===== config.mk =====
export PLATFORM = sky130hd
export DESIGN_NAME = csa_resolve_pipe
export DESIGN_NICKNAME = d
export VERILOG_FILES = /design/src/rtl/csa_pkg.sv /design/src/rtl/cpa_stage.sv /design/src/rtl/csa_resolve_pipe.sv
export SDC_FILE = /design/constraint.sdc
export NUM_CORES = 1
export LEC_CHECK = 0
export ABC_AREA = 1
export CORE_ASPECT_RATIO = 0.8
export CORE_MARGIN = 2
export CORE_UTILIZATION = 60
export DETAILED_ROUTE_END_ITERATION = 10
export PLACE_DENSITY = 0.94
export SYNTH_ARGS = -nofsm -noshare
export SYNTH_HDL_FRONTEND = slang
export SYNTH_SLANG_ARGS = --single-unit

===== constraint.sdc =====
create_clock -name clk -period 12.54 [get_ports clk]
set_input_delay 3.135 -clock clk [delete_from_list [all_inputs] [get_ports clk]]
set_output_delay 3.135 -clock clk [all_outputs]
set_load 0.02 [all_outputs]

===== src/rtl/csa_pkg.sv =====
// Shared sizing for the CSA resolver: vector width, chunk size and derived stage count.
// Latency and backpressure live in csa_resolve_pipe; this package only carries constants and types.
package csa_pkg;
  localparam int CSA_WIDTH   = 63;
  localparam int CPA_CHUNK   = 16;
  localparam int CPA_NSTAGES = (CSA_WIDTH + CPA_CHUNK - 1) / CPA_CHUNK;

  typedef logic [CSA_WIDTH-1:0] csa_vec_t;
endpackage


===== src/rtl/cpa_stage.sv =====
// One registered chunk of the carry-propagate adder; 1-cycle latency.
// Captures new data only when the parent asserts load, so a stalled stage keeps its contents.
module cpa_stage
  import csa_pkg::*;
#(
  parameter int WIDTH = CSA_WIDTH,
  parameter int LO    = 0,
  parameter int W     = CPA_CHUNK
) (
  input  logic             clk,
  input  logic             rst,
  input  logic             load,
  input  logic             in_valid,
  input  logic             cin,
  input  logic [WIDTH-1:0] in_sum,
  input  logic [WIDTH-1:0] in_carry,
  output logic             valid,
  output logic             cout,
  output logic [WIDTH-1:0] sum,
  output logic [WIDTH-1:0] carry
);

  logic [W:0]       chunk;
  logic [WIDTH-1:0] sum_next;

  // The resolved chunk overwrites its slice of the sum vector; upper slices pass through untouched.
  always_comb begin
    chunk    = {1'b0, in_sum[LO +: W]} + {1'b0, in_carry[LO +: W]} + {{W{1'b0}}, cin};
    sum_next = in_sum;
    sum_next[LO +: W] = chunk[W-1:0];
  end

  always_ff @(posedge clk) begin
    if (rst) begin
      valid <= 1'b0;
    end else if (load) begin
      valid <= in_valid;
    end
  end

  always_ff @(posedge clk) begin
    if (load && in_valid) begin
      sum   <= sum_next;
      carry <= in_carry;
      cout  <= chunk[W];
    end
  end

endmodule


===== src/rtl/csa_resolve_pipe.sv =====
// Resolves a CSA sum/carry pair to binary in NSTAGES chunked stages; latency NSTAGES, one result per cycle.
// Valid/ready with bubble collapse; in_ready follows out_ready combinationally. CSA_RESOLVE_COUT_EN adds out_cout.
module csa_resolve_pipe
  import csa_pkg::*;
#(
  parameter int WIDTH = CSA_WIDTH,
  parameter int CHUNK = CPA_CHUNK
) (
  input  logic             clk,
  input  logic             rst,
  input  logic             in_valid,
  output logic             in_ready,
  input  logic [WIDTH-1:0] in_sum,
  input  logic [WIDTH-1:0] in_carry,
  output logic             out_valid,
  input  logic             out_ready,
  output logic [WIDTH-1:0] out_result
`ifdef CSA_RESOLVE_COUT_EN
  ,
  output logic             out_cout
`endif
);

  localparam int NSTAGES = (WIDTH + CHUNK - 1) / CHUNK;
  localparam int LAST_W  = WIDTH - (NSTAGES - 1) * CHUNK;

  // Index 0 is the pipe input; index k+1 is the output of stage k.
  logic [NSTAGES:0] pipe_valid;
  logic [NSTAGES:0] pipe_cout;
  logic [WIDTH-1:0] pipe_sum   [NSTAGES+1];
  logic [WIDTH-1:0] pipe_carry [NSTAGES+1];
  logic [NSTAGES:0] load;

  assign pipe_valid[0] = in_valid;
  assign pipe_cout[0]  = 1'b0;
  assign pipe_sum[0]   = in_sum;
  assign pipe_carry[0] = in_carry;

  // A stage may load if it is empty or its successor is taking its contents this cycle.
  always_comb begin
    load          = '0;
    load[NSTAGES] = out_ready;
    for (int k = NSTAGES - 1; k >= 0; k--) begin
      load[k] = !pipe_valid[k+1] || load[k+1];
    end
  end

  assign in_ready = load[0] && !rst;

  for (genvar k = 0; k < NSTAGES; k++) begin : g_stage
    localparam int STAGE_W = (k == NSTAGES - 1) ? LAST_W : CHUNK;

    cpa_stage #(
      .WIDTH (WIDTH),
      .LO    (k * CHUNK),
      .W     (STAGE_W)
    ) u_stage (
      .clk      (clk),
      .rst      (rst),
      .load     (load[k]),
      .in_valid (pipe_valid[k]),
      .cin      (pipe_cout[k]),
      .in_sum   (pipe_sum[k]),
      .in_carry (pipe_carry[k]),
      .valid    (pipe_valid[k+1]),
      .cout     (pipe_cout[k+1]),
      .sum      (pipe_sum[k+1]),
      .carry    (pipe_carry[k+1])
    );
  end

  // Datapath registers are unreset, so outputs are masked whenever nothing valid is presented.
  assign out_valid  = pipe_valid[NSTAGES] && !rst;
  assign out_result = out_valid ? pipe_sum[NSTAGES] : '0;

  logic [WIDTH-1:0] carry_unused;
  assign carry_unused = pipe_carry[NSTAGES];

`ifdef CSA_RESOLVE_COUT_EN
  assign out_cout = out_valid && pipe_cout[NSTAGES];
`else
  logic cout_unused;
  assign cout_unused = pipe_cout[NSTAGES];
`endif

endmodule


==> results.rst <==
.. list-table::
   :header-rows: 1

   * - Metric
     - Value
   * - Post-detail-place hpwl
     - 19700 um
   * - Worst hold path class
     - reg -> reg
   * - Worst path arrival time
     - 5.41 ns
   * - Number of CTS-inserted buffers
     - 35
   * - Portion of the post-synthesis area used by sequential elements
     - 70.8%
   * - Multi-input combinational cell area
     - 3440 um2
   * - # IOs
     - 195
   * - Crit Path Class
     - in -> out
   * - Launching point of the worst reg2reg path
     - g_stage[3].u_stage.valid
   * - H-tree level count
     - 2
   * - Unrepaired setup endpoints after global routing
     - false
   * - Wire length per cell after detailed routing
     - 15.3 um
   * - Top achievable clock speed
     - 117 MHz
   * - Max Fanout on Critical Path
     - 63
   * - Sw Pwr
     - 0.553 mW
   * - Most used standard cell by instance count after synthesis
     - sky130_fd_sc_hd__edfxtp_1
   * - Actual slew at the worst max-slew pin
     - 1.02 ns
   * - Power density normalized to cell area
     - 142 nW/um2
   * - Top cell types by occurrence after synthesis
     - sky130_fd_sc_hd__edfxtp_1, sky130_fd_sc_hd__nand2_1, sky130_fd_sc_hd__inv_1
   * - Clock period minus worst slack
     - 8.55 ns
   * - Share of power burned in combinational logic
     - 7.9%
   * - Leading area contributor after synthesis
     - sky130_fd_sc_hd__edfxtp_1
   * - Number of standard cells after synthesis
     - 1233
   * - Worst setup path start
     - rst
   * - Cell area after synthesis
     - 14900 um2
   * - Vias in the first global route
     - 9103
   * - Final hold vios
     - 0
   * - Overall track demand over capacity in global routing
     - 21.3%
   * - Clock root cell
     - sky130_fd_sc_hd__clkbuf_16
   * - Internal cell power
     - 2.06 mW
   * - Routed Wire Length
     - 27600 um
   * - Share of power burned in the clock network
     - 39.6%
   * - Initial antenna violation count
     - 1
   * - Post-CTS repair timing setup buffer count
     - 0
   * - Switching Share
     - 21.1%
   * - Reported max-cap violation count
     - 0
   * - Vertical die dimension
     - 145 um
   * - Number of nets still failing antenna checks after routing
     - 0
   * - Layout Skew
     - 0.0202 ns
   * - CTS tree
     - done
   * - Critical path data required time
     - 9.40 ns
   * - Filler Cell Count
     - 1480
   * - Highest ir drop seen on vdd
     - 0.000106 V
   * - Vias after detailed routing
     - 9083
   * - Top cell type's share of synthesized area
     - 70.3%
   * - Number of different library cells in the post-synthesis netlist
     - 26
   * - Starting density of the core
     - 61.1%
   * - Critical Path Source Type
     - input pin
   * - Final count of pins violating max slew
     - 0
   * - Yosys reg bits
     - 352
   * - Outcome
     - complete, no violations
   * - Detailed Routing Iterations Pass 1
     - 5
   * - DR iter-0 viols
     - 674
   * - Total global routing overflow
     - 0
   * - Clock-pin slew of the registers on the worst-case setup and hold paths
     - 0.06 ns
   * - Launch instance of the worst min-delay path
     - g_stage[2].u_stage.sum[22]
   * - Global placer's final weighted congestion
     - 0.840
   * - P_leak
     - 7.78 nW
   * - Resized Gates After CTS
     - 0
   * - Average via count per standard cell
     - 5.02
   * - Horizontal die dimension
     - 180 um
   * - Post-Synthesis Mean Instance Area
     - 12.1 um2
   * - Total core area
     - 24300 um2
   * - Number of clock sinks
     - 352
   * - Max Buffers Root-to-Sink
     - 3
   * - Hold buffers post-CTS
     - 0
   * - Final Cycle Share
     - 68.2%
   * - Global-route wire length before repair
     - 43700 um
   * - Biggest area contributors in the synthesized netlist
     - sky130_fd_sc_hd__edfxtp_1, sky130_fd_sc_hd__nand2_1, sky130_fd_sc_hd__inv_1
   * - DRC violations left
     - 0
   * - Area Growth Syn to Fin
     - 23.6%
   * - Primary flip-flop cell chosen by synthesis mapping
     - sky130_fd_sc_hd__edfxtp_1
   * - Max transition margin
     - 31.9%
   * - Yosys warning count
     - 0
   * - IO Port Bufs
     - 194
   * - Setup WS post-layout
     - 3.99 ns
   * - Pin count of the biggest net entering global routing
     - 80
   * - Sequential power share
     - 52.5%
   * - Count of flip-flops with a built-in enable after synthesis
     - 348
   * - Critical path endpoint category
     - primary output
   * - Post-layout nets
     - 1659
   * - Pre-CTS setup slack
     - 4.05 ns
   * - Final setup fails
     - 0
   * - Synthesized Nets
     - 1429
   * - Overall die area
     - 26100 um2
   * - Share of final-layout standard cells stronger than drive strength 1
     - 5.99%
   * - Count of standard-cell rows
     - 51
   * - Area of all sequential standard cells
     - 10500 um2
   * - Post-synthesis async set-or-reset flop share
     - 0%
   * - Worst skew pair latency
     - 0.50 ns
   * - Final total negative setup slack
     - 0 ns
logic make-up (layout without fill, tap and decap cells):
group           Yosys count  in the layout  share of synthesized area, %
fa+ha+maj                66             66                          5.91
simple gates            505            505                          14.0
xor+xnor                 29             29                          1.71
other cells               0              3                             0
buf+inv                 242            496                          6.16
compound gates           39             39                          1.41
flops                   352            352                          70.8
cells in the final DEF (no fill, tap or decap), types with 7 or more instances in the layout:
cell type and count:
sky130_fd_sc_hd__edfxtp_1 348, sky130_fd_sc_hd__nand2_1 312, sky130_fd_sc_hd__inv_1 232, sky130_fd_sc_hd__clkdlybuf4s50_1 194
sky130_fd_sc_hd__nor2_1 106, sky130_fd_sc_hd__ha_1 59, sky130_fd_sc_hd__nand3_1 46, sky130_fd_sc_hd__clkbuf_16 35
sky130_fd_sc_hd__a21oi_1 34, sky130_fd_sc_hd__xor2_1 25, sky130_fd_sc_hd__nand2_2 12, sky130_fd_sc_hd__clkinv_2 10
sky130_fd_sc_hd__nand4_1 7, sky130_fd_sc_hd__fa_1 7
sequential cells by signal (all words and copies together) (netlist names):
register,flops
g_stage.u_stage.carry,93
g_stage.u_stage.cout,3
g_stage.u_stage.sum,252
g_stage.u_stage.valid,4
critical path, cell delays in order:
cell	delay [ns]
sky130_fd_sc_hd__clkdlybuf4s50_1	0.59
sky130_fd_sc_hd__nor2_1	0.12
sky130_fd_sc_hd__inv_2	0.75
sky130_fd_sc_hd__nor2_1	0.17
sky130_fd_sc_hd__clkdlybuf4s50_1	0.63
power by group through the flow:
stage          Sequential, mW  Clock, mW  Combinational [mW]
6_report                 1.37       1.04               0.207
4_1_cts                  1.37       1.05               0.207
5_1_grt                  1.38       1.10               0.232
3_3_place_gp             1.39          0               0.196
2_1_floorplan            1.40          0               0.123
3_5_place_dp             1.40          0               0.205
path summary, 6_finish.rpt:
path                                  end  slack [ns]  cells after the start
max reg2reg  g_stage[1].u_stage.carry[42]        9.89                      8
max                        out_result[11]        3.99                      5
min            g_stage[3].u_stage.sum[22]        0.41                      0
min reg2reg    g_stage[3].u_stage.sum[22]        0.41                      0
per-layer routing:
layer	global-route usage (%)	wire, um	vias up
met2	39.5	14700	294
met1	25.0	10700	4238
met4	8.69	767	0
met3	3.68	1390	62
li1	-	-	4489
met5	0	0	-
stage by stage:
| stage | instances | hold slack [ns] | util [%] | area [um2] | power [mW] |
|---|---|---|---|---|---|
| 2_1_floorplan | 1233 | 0.400 | - | 14900 | 1.52 |
| 5_1_grt | 1806 | 0.417 | 75.6 | 18400 | 2.71 |
| 3_5_place_dp | 1744 | 0.405 | 70.9 | 17200 | 1.60 |
| 4_1_cts | 1805 | 0.411 | 75.6 | 18400 | 2.64 |
| 3_3_place_gp | 1744 | 0.400 | 70.9 | 17200 | 1.59 |
| 6_report | 1808 | 0.407 | 75.6 | 18400 | 2.62 |
layout make-up:
cell class | count | share of cell area, %
inverter | 236 | 4.83
timing repair buffer | 199 | 10.8
antenna | 3 | 0.0408
tap | 318 | 2.16
clock inverter | 23 | 1.38
multi-input combinational | 639 | 18.7
clock buffer | 38 | 4.83
sequential | 352 | 57.3
No activity file was read; power rests on OpenSTA's default activity.
==> variant (same flow settings) <==
The option `CSA_RESOLVE_COUT_EN` is turned on by a define.
--- a/src/rtl/csa_resolve_pipe.sv
+++ b/src/rtl/csa_resolve_pipe.sv
@@ -1,5 +1,7 @@
 // Resolves a CSA sum/carry pair to binary in NSTAGES chunked stages; latency NSTAGES, one result per cycle.
 // Valid/ready with bubble collapse; in_ready follows out_ready combinationally. CSA_RESOLVE_COUT_EN adds out_cout.
+`define CSA_RESOLVE_COUT_EN
+
 module csa_resolve_pipe
   import csa_pkg::*;
 #(
Formal check against the unedited RTL (old outputs only; new: out_cout): equivalent (equiv_simple and equiv_induct, registers matched by name and starting in step).
==> variant against the unedited design <==
Cell area is essentially flat. Sequential cell count is 1 higher. Hold slack got worse by 0.0068 ns. Total power fell by 2.3%. Critical endpoint is now out_result[24]. Routed wire length decreased by 3.1%. Area after synthesis rose by 0.80%. Largest power group unchanged. Synthesized cell count grew 0.81%. Die area increased by 0.78%. Worst setup slack improved by 0.077 ns. Critical path type unchanged.
==> variant: results <==
metrics = {
    "placement": {
        "place.gp.congestion": 0.849,
        "buffer_ports.inserted": 195,
        "post-dp-hpwl_mm": 19.1,
    },
    "pwr": {
        "power_leakage_uw": 0.00778,
    },
    "setup_path": {
        "cp.arrival_ns": 5.33,
        "critical_path.reg2reg.endpoint": "g_stage[0].u_stage.sum[58]",
        "worstPathMaxFanout": 64,
        "r2r_cells": 9,
    },
    "global_routing": {
        "grtUsageTotal": 0.209,
        "first_pass_grt_wire_length_mm": 43.7,
        "grtUsageMet2": 0.372,
    },
    "timing": {
        "worst_slew_pin_slew_ns": 1.08,
        "setup_clock_skew_after_layout_ns": 0.0220,
    },
    "run_status": {
        "outcome": "finished clean",
    },
    "worst_hold_path": {
        "holdCritStartpoint": "g_stage[0].u_stage.carry[35]",
    },
    "routing": {
        "wl_met3_mm": 1.57,
        "dr_wl_met2_mm": 13.5,
        "firstDrtPassIters": 6,
        "number_of_vias_in_the_routed_layout": 9102,
        "detail_route.wirelength_mm": 26.8,
    },
    "synthesis": {
        "synth_cell_types": 27,
        "ys_seq_area_frac": 0.705,
        "synth_fa_ha_area_frac": 0.0594,
        "synthTopCellsByCount": "sky130_fd_sc_hd__edfxtp_1, sky130_fd_sc_hd__nand2_1, sky130_fd_sc_hd__inv_1, sky130_fd_sc_hd__nor2_1, sky130_fd_sc_hd__ha_1",
        "ys_top_cells_by_area": "sky130_fd_sc_hd__edfxtp_1, sky130_fd_sc_hd__nand2_1, sky130_fd_sc_hd__inv_1",
        "synth.net_count": 1440,
        "synth_compound_area_frac": 0.0149,
    },
    "cells_and_area": {
        "largest_registers": "g_stage.u_stage.sum: 252 flops, g_stage.u_stage.carry: 93 flops",
        "drive_gt1_frac": 0.0573,
    },
}
variant: cell count changes in the layout (fill, tap and decap cells not counted), sizes merged, moves of 2 or more:
cell,before,now
clkbuf,38,50
clkinv,17,12
bufinv,5,1
nand3,48,44
nor2,110,114
nand2,324,327
xor2,25,22
a21oi,34,36
diode,3,1
xnor2,4,6
variant: area by class of cell:
cell class / count / area [µm²] / share of cell area
multi-input combinational: 646 / 3480 / 0.189
inverter: 238 / 896 / 0.0487
timing repair buffer: 200 / 1990 / 0.108
sequential: 353 / 10600 / 0.574
tap: 318 / 398 / 0.0216
clock buffer: 50 / 975 / 0.0530
clock inverter: 13 / 96.3 / 0.00524
antenna: 1 / 2.50 / 0.000136
variant: power by group through the flow:
stage	Combinational, µW	Sequential [µW]	Clock [µW]
floorplan	127	1400	0
global placement	199	1400	0
detailed placement	208	1400	0
CTS	210	1380	988
global route	236	1380	1040
finish	210	1380	970
variant: worst max path at each step:
stage	from	endpoint	slack [ns]	cells past startpoint
3_5_place_dp	rst	out_result[7]	4.04	5
5_1_grt	rst	out_result[7]	3.85	5
3_3_place_gp	rst	out_result[50]	4.17	5
2_1_floorplan	out_ready	g_stage[0].u_stage.carry[16]	3.86	6
4_1_cts	rst	out_result[24]	4.01	5
6_report	rst	out_result[24]	4.07	5
variant: stage by stage:
step | instances | setup WS (ns)
floorplan | 1243 | 3.86
global placement | 1755 | 4.17
detailed placement | 1755 | 4.04
CTS | 1818 | 4.01
global route | 1819 | 3.85
finish | 1819 | 4.07
variant: worst max-delay path, stage by stage:
cell                              delay, ns
sky130_fd_sc_hd__clkdlybuf4s50_1       0.56
sky130_fd_sc_hd__nor2_1                0.10
sky130_fd_sc_hd__inv_2                 0.78
sky130_fd_sc_hd__nor2_1                0.13
sky130_fd_sc_hd__clkdlybuf4s50_1       0.62
